### config.mk
export PLATFORM = sky130hd
export DESIGN_NAME = clk_div_multi_flat
export DESIGN_NICKNAME = d
export VERILOG_FILES = /design/src/rtl/clk_div_multi_if.sv /design/src/rtl/clk_div_multi.sv /design/src/flat_wrapper.sv
export SDC_FILE = /design/constraint.sdc
export NUM_CORES = 1
export LEC_CHECK = 0
export ABC_AREA = 1
export ABC_CLOCK_PERIOD_IN_PS = 8500
export BUFFER_PORTS_ARGS = -buffer_cell sky130_fd_sc_hd__buf_4
export CORE_MARGIN = 8
export CORE_UTILIZATION = 59
export DETAILED_ROUTE_END_ITERATION = 16
export PLACE_DENSITY = 0.76
export SLEW_MARGIN = 20
export SYNTH_ARGS = -nofsm -noshare
export SYNTH_HDL_FRONTEND = slang
export SYNTH_SLANG_ARGS = --single-unit
### constraint.sdc
create_clock -name clk -period 8.5 [get_ports clk]
set_input_delay 0.85 -clock clk [delete_from_list [all_inputs] [get_ports clk]]
set_output_delay 0.85 -clock clk [all_outputs]
set_load 0.01 [all_outputs]
### src/rtl/clk_div_multi_if.sv
// Control/config and output bundle for the multi-channel clock/tick generator.
interface clk_div_multi_if #(
    parameter int unsigned NCH = 4,
    parameter int unsigned W   = 27,
    parameter int unsigned CHW = 2
);
    logic [NCH-1:0] en;
    logic           sync;
    logic           cfg_we;
    logic [CHW-1:0] cfg_ch;
    logic [W-1:0]   cfg_div;
    logic           cfg_mode;
    logic [NCH-1:0] clk_out;
    logic [NCH-1:0] tick;

    // Driver side: enables, sync and configuration writes
    modport master (
        output en, sync, cfg_we, cfg_ch, cfg_div, cfg_mode,
        input  clk_out, tick
    );

    // Generator side
    modport slave (
        input  en, sync, cfg_we, cfg_ch, cfg_div, cfg_mode,
        output clk_out, tick
    );
endinterface

### src/rtl/clk_div_multi.sv
// NCH independent runtime-programmable dividers; each channel produces either a
// square wave (toggle mode) or a one-cycle strobe (pulse mode) plus a terminal-count tick.
module clk_div_multi #(
    parameter int unsigned NCH      = 4,
    parameter int unsigned W        = 27,
    parameter int unsigned DIV_INIT = 50_000_000,
    parameter int unsigned CHW      = 2
) (
    input  logic          clk,
    input  logic          RESET,
    clk_div_multi_if.slave bus
);

    localparam int unsigned CTR_W = W;

    for (genvar g = 0; g < NCH; g++) begin : g_ch
        logic [CTR_W-1:0] ctr_q;
        logic [CTR_W-1:0] div_q;
        logic             mode_q;
        logic             out_q;
        logic             tick_q;
        logic             wr_hit_c;
        logic             active_c;
        logic             term_c;

        // A write addressed past the last channel matches no channel and is dropped
        assign wr_hit_c = bus.cfg_we && (bus.cfg_ch == CHW'(g));
        assign active_c = bus.en[g] && (div_q != '0);
        assign term_c   = (ctr_q == (div_q - CTR_W'(1)));

        // Channel state: write/sync restart, hold when inactive, else count to div-1
        always_ff @(posedge clk or posedge RESET) begin
            if (RESET) begin
                ctr_q  <= '0;
                div_q  <= CTR_W'(DIV_INIT);
                mode_q <= 1'b0;
                out_q  <= 1'b0;
                tick_q <= 1'b0;
            end else if (wr_hit_c) begin
                div_q  <= bus.cfg_div;
                mode_q <= bus.cfg_mode;
                ctr_q  <= '0;
                out_q  <= 1'b0;
                tick_q <= 1'b0;
            end else if (bus.sync) begin
                ctr_q  <= '0;
                out_q  <= 1'b0;
                tick_q <= 1'b0;
            end else if (!active_c) begin
                tick_q <= 1'b0;
                if (mode_q) begin
                    out_q <= 1'b0;
                end
            end else if (term_c) begin
                ctr_q  <= '0;
                tick_q <= 1'b1;
                out_q  <= mode_q ? 1'b1 : ~out_q;
            end else begin
                ctr_q  <= ctr_q + CTR_W'(1);
                tick_q <= 1'b0;
                if (mode_q) begin
                    out_q <= 1'b0;
                end
            end
        end

        assign bus.clk_out[g] = out_q;
        assign bus.tick[g]    = tick_q;
    end

endmodule

### src/flat_wrapper.sv
// flat-port wrapper written by rule: the top's interface ports become plain ports
module clk_div_multi_flat 
#(
    parameter int unsigned NCH      = 4,
    parameter int unsigned W        = 27,
    parameter int unsigned DIV_INIT = 50_000_000,
    parameter int unsigned CHW      = 2
)
  (clk, RESET, bus_en, bus_sync, bus_cfg_we, bus_cfg_ch, bus_cfg_div, bus_cfg_mode, bus_clk_out, bus_tick);
  clk_div_multi_if #(.NCH(NCH), .W(W), .CHW(CHW)) bus_i ();
  input  logic clk;
  input  logic RESET;
  input wire logic [$bits(bus_i.en)-1:0] bus_en;
  input wire logic [$bits(bus_i.sync)-1:0] bus_sync;
  input wire logic [$bits(bus_i.cfg_we)-1:0] bus_cfg_we;
  input wire logic [$bits(bus_i.cfg_ch)-1:0] bus_cfg_ch;
  input wire logic [$bits(bus_i.cfg_div)-1:0] bus_cfg_div;
  input wire logic [$bits(bus_i.cfg_mode)-1:0] bus_cfg_mode;
  output wire logic [$bits(bus_i.clk_out)-1:0] bus_clk_out;
  output wire logic [$bits(bus_i.tick)-1:0] bus_tick;
  assign bus_i.en = bus_en;
  assign bus_i.sync = bus_sync;
  assign bus_i.cfg_we = bus_cfg_we;
  assign bus_i.cfg_ch = bus_cfg_ch;
  assign bus_i.cfg_div = bus_cfg_div;
  assign bus_i.cfg_mode = bus_cfg_mode;
  assign bus_clk_out = bus_i.clk_out;
  assign bus_tick = bus_i.tick;
  clk_div_multi #(.NCH(NCH), .W(W), .DIV_INIT(DIV_INIT), .CHW(CHW)) u_core (.clk(clk), .RESET(RESET), .bus(bus_i));
endmodule
==> results of run 1 <==
[registers in the layout, summed over array words and instances (netlist names)]
register and flops:
u_core.g_ch.ctr_q 108, u_core.g_ch.div_q 108, u_core.g_ch.mode_q 4, u_core.g_ch.out_q 4, u_core.g_ch.tick_q 4
[worst max-delay path by stage]
stage,slack (ns),to,depth (start not counted),start
5_1_grt,5.05,u_core.g_ch[1].ctr_q[14]$_DFFE_PP0P_,9,u_core.g_ch[1].div_q[0]$_DFFE_PP0P_
4_1_cts,5.30,u_core.g_ch[1].ctr_q[14]$_DFFE_PP0P_,9,u_core.g_ch[1].div_q[0]$_DFFE_PP0P_
3_5_place_dp,5.23,u_core.g_ch[0].ctr_q[11]$_DFFE_PP0P_,11,bus_cfg_we
2_1_floorplan,1.48,u_core.g_ch[0].ctr_q[0]$_DFFE_PP0P_,1,RESET
3_3_place_gp,5.30,u_core.g_ch[0].ctr_q[11]$_DFFE_PP0P_,11,bus_cfg_we
6_report,5.24,u_core.g_ch[1].ctr_q[14]$_DFFE_PP0P_,9,u_core.g_ch[1].div_q[0]$_DFFE_PP0P_
[where the power goes]
| group | leakage (nW) | internal, W | total (W) | switching (W) |
|---|---|---|---|---|
| sequential | 2.91 | 0.00120 | 0.00135 | 0.000149 |
| combinational | 5.73 | 0.000270 | 0.000795 | 0.000525 |
| clock | 0.425 | 0.000676 | 0.00115 | 0.000472 |
[kinds of logic (layout without fill, tap and decap cells)]
group	after synthesis	in the layout
flops	228	228
xor+xnor	151	151
fa+ha+maj	8	8
simple gates	1640	1640
compound gates	245	245
buf+inv	404	428
[cell usage in the layout, fill, tap and decap left out, types with 29 or more instances in the layout]
cell,instances
nor2_1,342
dfstp_2,48
inv_1,327
nand2_1,848
buf_4,51
xnor2_1,42
nor2_2,33
nand4_1,55
nor3_1,36
dfrtp_1,180
xor2_1,105
nand3b_1,29
o21ai_0,167
nand3_1,218
o21ai_1,40
[final cells by class]
cell class                      instances  area (µm²)
Clock buffer                           35         747
Tap cell                              384         480
Inverter                              329        1240
Clock inverter                         13         123
Multi-Input combinational cell       2044        9950
Fill cell                            2708       10200
Timing Repair Buffer                   51         383
Sequential cell                       228        5770
[layer usage]
metal	wire length (µm)	part of all wire	vias to the layer above
met5	0	0	-
met4	1610	0.032	0
met3	3520	0.070	94
met2	23100	0.46	600
met1	22300	0.44	7941
li1	-	-	8452
[worst reg2reg max path: stages (launching register included)]
cell and delay [ns]:
dfrtp_1 0.38, inv_1 0.13, ha_1 0.27, nand2_1 0.18, nor2_4 0.33, nand2_1 0.15
o21a_1 0.24, nor3_2 0.70, inv_1 0.50, o21ai_0 0.29
[through the flow]
| step | area, µm² | util |
|---|---|---|
| 2_1_floorplan | 17400 | - |
| 3_5_place_dp | 17800 | 0.617 |
| 3_3_place_gp | 17800 | 0.617 |
| 6_report | 18700 | 0.648 |
| 4_1_cts | 18700 | 0.647 |
| 5_1_grt | 18700 | 0.648 |
==> impl_results.md, run 1 <==
* CTS Hold Bufs at 0
* Synth area leaders: dfrtp_1 (26%), nand2_1 (18%), nor2_1 (7.4%)
* Most used DFF post-synth: dfrtp_1
* CTS tree: done
* Yosys cell types at 42
* Layout Nets at around 2700
* Total Wirelength at 50500 µm
* Synth Warn # at 0
* Die Ht at approximately 190 µm
* FF-to-FF End: u_core.g_ch[1].ctr_q[14]$_DFFE_PP0P_
* Crit-path cells: inv_1 > ha_1 > nand2_1 > nor2_4 > nand2_1 > o21a_1 > nor3_2 > inv_1 > o21ai_0
* Slowest CP cell: nor3_2
* Largest net degree at the start of global routing at about 110
* Post-synthesis cell count at 2676
* EDFF count, synth at 0
* Largest family of logic cells by synthesized area: simple AND/OR/NAND/NOR gates
* Max Freq at roughly 0.3 GHz
* Hold_ws at approximately 0.46 ns
* Fin crit share at 0.383
* WP buf/inv at 2
* Final Hold Vio Count at 0
* Largest area contributor in the netlist: dfrtp_1
* Number of global-route vias before repair at around 16000
* Cell with the most instances after synthesis: nand2_1
* Synth Register Bits at ~230
* Yosys top cell area share at 0.260
* Row count at 62
* WL/cell at around 16 µm
* Worst vdd ir at about 0.17 mV
* Adder-cell area share of the yosys netlist at 0.00577
* Met1 usage at 0.377
* CTS sink cnt at 228
* Syn nets at 2722
* I/O Buffers at 45
* Overall Global Routing Usage at 0.281
* CP Class: flip-flop to flip-flop
* Root Driver: clkbuf_16
* Diodes inserted at 0
* Detailed placer's ending HPWL at 38800 µm
* DP Cell Count at 3036
* Share of post-route cells with drive strength above 1 at 0.0889
* CP top delay family: simple AND/OR/NAND/NOR gates
* Clk_skew at 0.0109 ns
* Ys async rst share at 1.00
* Leakage at between 9 and 10 nW
* Starting density of the core at 0.601
* GR Util met2 at 0.461
* Post-synthesis sequential area ratio at 0.332
* CP Launch Type: flip-flop
* Status: completed
* HP Class: input pin to async pin
* Top Usage Layer GRT: met2
* Final TNS setup at 0 ns
* Final Setup Violations at 0
* DR iter-0 viols at between 1000 and 1500
* Post-CTS Resized at 0
* Max Slew Vio Count at 0
* Worst-path clk slew at around 0.060 ns
* Area Overhead vs Synth at 7.69%
* CTS buffer count at 26
* WP data required at slightly below 9 ns
* Setup bufs post-CTS at 0
* Place WS at about 5.2 ns
* Synth Area in Simple Gates at 0.414
* Crit path arrival time at 3.71 ns
* Grt total ovfl at 0
* Latest clock arrival within the worst-skew pair at 0.54 ns
* Syn Std Cell Area at 17400 µm²
* Worst r2r src: u_core.g_ch[1].div_q[0]$_DFFE_PP0P_
* Worst path max stage delay at around 0.7 ns
* Antenna violations before repair at 0
* Full die area at 35200 µm²
* CTS max path bufs at 3
* Residual DRC at 0
* Synth Area in Compound Gates at 0.0733
* ANT nets after route at 0
* First-pass GRT wire length at 82100 µm
* IO Count at 46
* Worst Setup Slack, final at 5.24 ns
* Post-synthesis area per instance at between 6 and 7 µm²
* Mux cell area share after synthesis at 0
* R2R cell count at 9
* Pre-antenna DRT Iters at 5
* Core area at around 29000 µm²
* Met3 Usage GRT at 0.0427
* Via count at 17100
* Pwr Total at 0.00330 W
* Most frequent cells after synthesis: nand2_1 (848), nor2_1 (342), inv_1 (328)
* Final min period at 3.26 ns
* Worst Max-Slew Pin Slew at approximately 1 ns
* Fin cells at 3084
* Reg2Reg Setup Slack at roughly 5.2 ns
* Max H-tree Level at 1
* Slew HR at 0.331
* Max Cap Viol at 0
* Post-synthesis xor/xnor area fraction at 0.0795
* RSZ-0062 raised after global routing: false
* Power Density at roughly 180 nW/µm²
* GP Congestion at between 0.9 and 1
* Crit end category: flip-flop
* Via density at 5.54
* Crit path max fanout at 15
* Die Width at between 150 and 200 µm
Power figures use the tool's default switching activity.
==> run 2, diff against run 1 <==
--- a/config.mk
+++ b/config.mk
@@ -5,8 +5,8 @@
 export SDC_FILE = /design/constraint.sdc
 export NUM_CORES = 1
 export LEC_CHECK = 0
-export ABC_AREA = 1
-export ABC_CLOCK_PERIOD_IN_PS = 8500
+export ABC_AREA = 0
+export ABC_CLOCK_PERIOD_IN_PS = 3350
 export BUFFER_PORTS_ARGS = -buffer_cell sky130_fd_sc_hd__buf_4
 export CORE_MARGIN = 8
 export CORE_UTILIZATION = 59
==> constraint.sdc (replaced) <==
create_clock -name clk -period 3.35 [get_ports clk]
set_input_delay 0.335 -clock clk [delete_from_list [all_inputs] [get_ports clk]]
set_output_delay 0.335 -clock clk [all_outputs]
set_load 0.01 [all_outputs]
==> impl_results.md, run 2 <==
* Power Density at 492 nW/µm² (+180%)
* GP Congestion at 0.892 (-7.5%)
* Post-synthesis cell count at 1566 (-41%)
* CTS sink cnt at 228 (unchanged)
* Slowest CP cell: or4_4
* Syn Std Cell Area at 14900 µm² (-14%)
* Worst Setup Slack, final at -0.0214 ns (-5.26 ns)
* Antenna violations before repair at 0 (unchanged)
* Worst path max stage delay at 0.58 ns (-0.12 ns)
* WP buf/inv at 5 (+3)
* Grt total ovfl at 0 (unchanged)
* Core area at 25000 µm² (-13%)
* CTS buffer count at 26 (unchanged)
* Place WS at 0.0559 ns (-5.18 ns)
* Starting density of the core at 0.595 (-0.00639)
* Yosys top cell area share at 0.303 (+0.0437)
* Largest net degree at the start of global routing at 72 (-36%)
* Full die area at 30500 µm² (-13%)
* CP top delay family: simple AND/OR/NAND/NOR gates
* Max Slew Vio Count at 0 (unchanged)
* Share of post-route cells with drive strength above 1 at 0.264 (+0.175)
* CP Launch Type: flip-flop
* Number of global-route vias before repair at 12100 (-25%)
* Status: complete, but fails checks
* Root Driver: clkbuf_16
* Clk_skew at 0.0131 ns (+0.00218 ns)
* Detailed placer's ending HPWL at 28000 µm (-28%)
* Total Wirelength at 39800 µm (-21%)
* Residual DRC at 0 (unchanged)
* Most frequent cells after synthesis: dfrtp_1 (180), nand2_1 (130), mux2_2 (111)
* Layout Nets at 1709 (-37%)
* Failing checks: negative setup slack
* Synth area leaders: dfrtp_1 (30%), dfstp_2 (8.5%), mux2_2 (8.4%)
* Crit path arrival time at 3.79 ns (+0.08 ns)
* Synth Warn # at 0 (unchanged)
* Leakage at 6.96 nW (-23%)
* Largest registers: u_core.g_ch.ctr_q (108), u_core.g_ch.div_q (108)
* WP data required at 3.77 ns (-5.18 ns)
* EDFF count, synth at 0 (unchanged)
* GR Util met2 at 0.404 (-0.0577)
* Max Cap Viol at 0 (unchanged)
* Row count at 58 (-6.5%)
* Die Width at 175 µm (-6.8%)
* CTS max path bufs at 3 (unchanged)
* CP Class: flip-flop to flip-flop
* Crit path max fanout at 8 (-7)
* Area Overhead vs Synth at 16.7%
* Ys async rst share at 1.00 (unchanged)
* Pwr Total at 0.00852 W (+160%)
* Via density at 6.37 (+15%)
* HP Class: input pin to flip-flop
* Most used DFF post-synth: dfrtp_1
* Latest clock arrival within the worst-skew pair at 0.54 ns (about the same)
* Crit end category: flip-flop
* Fin crit share at 1.01 (+0.623)
* Post-synthesis sequential area ratio at 0.388 (+0.0559)
* Most frequent cells in the layout: dfrtp_1 (178), buf_4 (137), nand2_1 (129)
* Met3 Usage GRT at 0.0313 (-0.0114)
* Worst vdd ir at 0.337 mV (+100%)
* Syn nets at 1612 (-41%)
* Crit-path cells: buf_6 > or4_4 > buf_6 > buf_4 > o21ai_0 > and4_1 > nor3_1 > or4_4 > o21ai_4 > buf_12 > buf_12 > o21ai_0 > a22o_1
* Most common cell after layout, fill and taps aside: dfrtp_1
* Worst Max-Slew Pin Slew at 1.05 ns (+0.0479 ns)
* Largest area contributor in the netlist: dfrtp_1
* ANT nets after route at 0 (unchanged)
* Diodes inserted at 0 (unchanged)
* CTS tree: done
* Top Usage Layer GRT: met2
* Layout Utilization at 0.694 (+0.0465)
* DR iter-0 viols at 1050 (-25%)
* First-pass GRT wire length at 62600 µm (-24%)
* IO Count at 46 (unchanged)
* Worst-path clk slew at 0.06 ns (about the same)
* Via count at 12800 (-25%)
* I/O Buffers at 45 (unchanged)
* WL/cell at 19.8 µm (+21%)
* Max Freq at 0.297 GHz (-3.4%)
* Final Hold Vio Count at 0 (unchanged)
* Cell with the most instances after synthesis: dfrtp_1
* Post-synthesis area per instance at 9.48 µm² (+46%)
* Final Setup Violations at 3 (+3)
* Die Ht at 175 µm (-6.8%)
* Yosys cell types at 95 (+130%)
* Synth Register Bits at 228 (unchanged)
* Met1 usage at 0.333 (-0.0441)
* Max H-tree Level at 1 (unchanged)
* Final TNS setup at -0.0406 ns (-0.0406 ns)
* Pre-antenna DRT Iters at 5 (unchanged)
* Slew HR at 0.299 (-0.0329)
* Hold_ws at 0.0802 ns (-0.382 ns)
* Final min period at 3.37 ns (+0.113 ns)
* Overall Global Routing Usage at 0.247 (-0.0340)
==> run 2: worst paths after layout <==
kind | startpoint | endpoint | cells past startpoint | slack, ns
setup reg to reg | u_core.g_ch[3].div_q[0]$_DFFE_PP0P_ | u_core.g_ch[3].ctr_q[22]$_DFFE_PP0P_ | 13 | -0.02
max in group asynchronous | RESET | u_core.g_ch[0].div_q[23]$_DFFE_PP1P_ | 4 | 1.94
hold reg to reg | u_core.g_ch[0].mode_q$_DFFE_PP0P_ | u_core.g_ch[0].mode_q$_DFFE_PP0P_ | 1 | 0.50
setup / recovery | u_core.g_ch[3].div_q[0]$_DFFE_PP0P_ | u_core.g_ch[3].ctr_q[22]$_DFFE_PP0P_ | 13 | -0.02
min in group asynchronous | RESET | u_core.g_ch[1].div_q[5]$_DFFE_PP0P_ | 3 | 0.48
hold / removal | bus_cfg_div[19] | u_core.g_ch[0].div_q[19]$_DFFE_PP1P_ | 3 | 0.08
==> run 2: cell families (layout without fill, tap and decap cells) <==
kind of cell | after synthesis | count (layout) | share of synthesized area
muxes | 125 | 125 | 0.0936
adders and majority gates | 8 | 8 | 0.00674
and+or+nand+nor | 654 | 657 | 0.248
buffers and inverters | 123 | 237 | 0.0380
xor gates and xnor gates | 164 | 164 | 0.0976
DFF | 228 | 228 | 0.388
AOI/OAI and AO/OA | 264 | 264 | 0.128
==> run 2: layout make-up <==
cell class | instances | area (µm²)
Clock buffer | 34 | 742
Clock inverter | 14 | 220
Fill cell | 1895 | 7640
Inverter | 40 | 154
Multi-Input combinational cell | 1218 | 8800
Sequential cell | 228 | 5770
Tap cell | 330 | 413
Timing Repair Buffer | 149 | 1220
==> run 2: worst min-delay path, stage by stage <==
cell	delay [ns]
buf_4	0.14
nand2_1	0.05
o21ai_0	0.07
==> run 2: what timing repair did <==
action | 4_1_cts | 5_1_grt
buffers inserted | 0 | 15
endpoints found under the hold margin | 18 | 0
hold buffers | 1 | 0
gates resized for setup | 0 | 60
endpoints found under the setup margin | 0 | 91
==> run 2: power by group <==
group | leakage (nW) | total (W) | internal (W) | switching [W]
combinational | 3.60 | 0.00184 | 0.000899 | 0.000937
clock | 0.481 | 0.00318 | 0.00201 | 0.00116
sequential | 2.88 | 0.00351 | 0.00311 | 0.000402
total | 6.96 | 0.00852 | 0.00602 | 0.00250
==> run 2: through the flow <==
step / instances / instance area [µm²]
floorplan: 1566 / 14900
global placement: 1942 / 15900
detailed placement: 1942 / 15900
CTS: 1991 / 16800
global route: 2013 / 17300
finish: 2013 / 17300
==> run 2: per-layer routing <==
metal  vias up  routed length, µm  share of wire
met2       439              18800           0.47
met3        80               2360          0.059
met4         0               1260          0.032
li1       5999                  -              -
met1      6311              17300           0.44
met5         -                  0              0
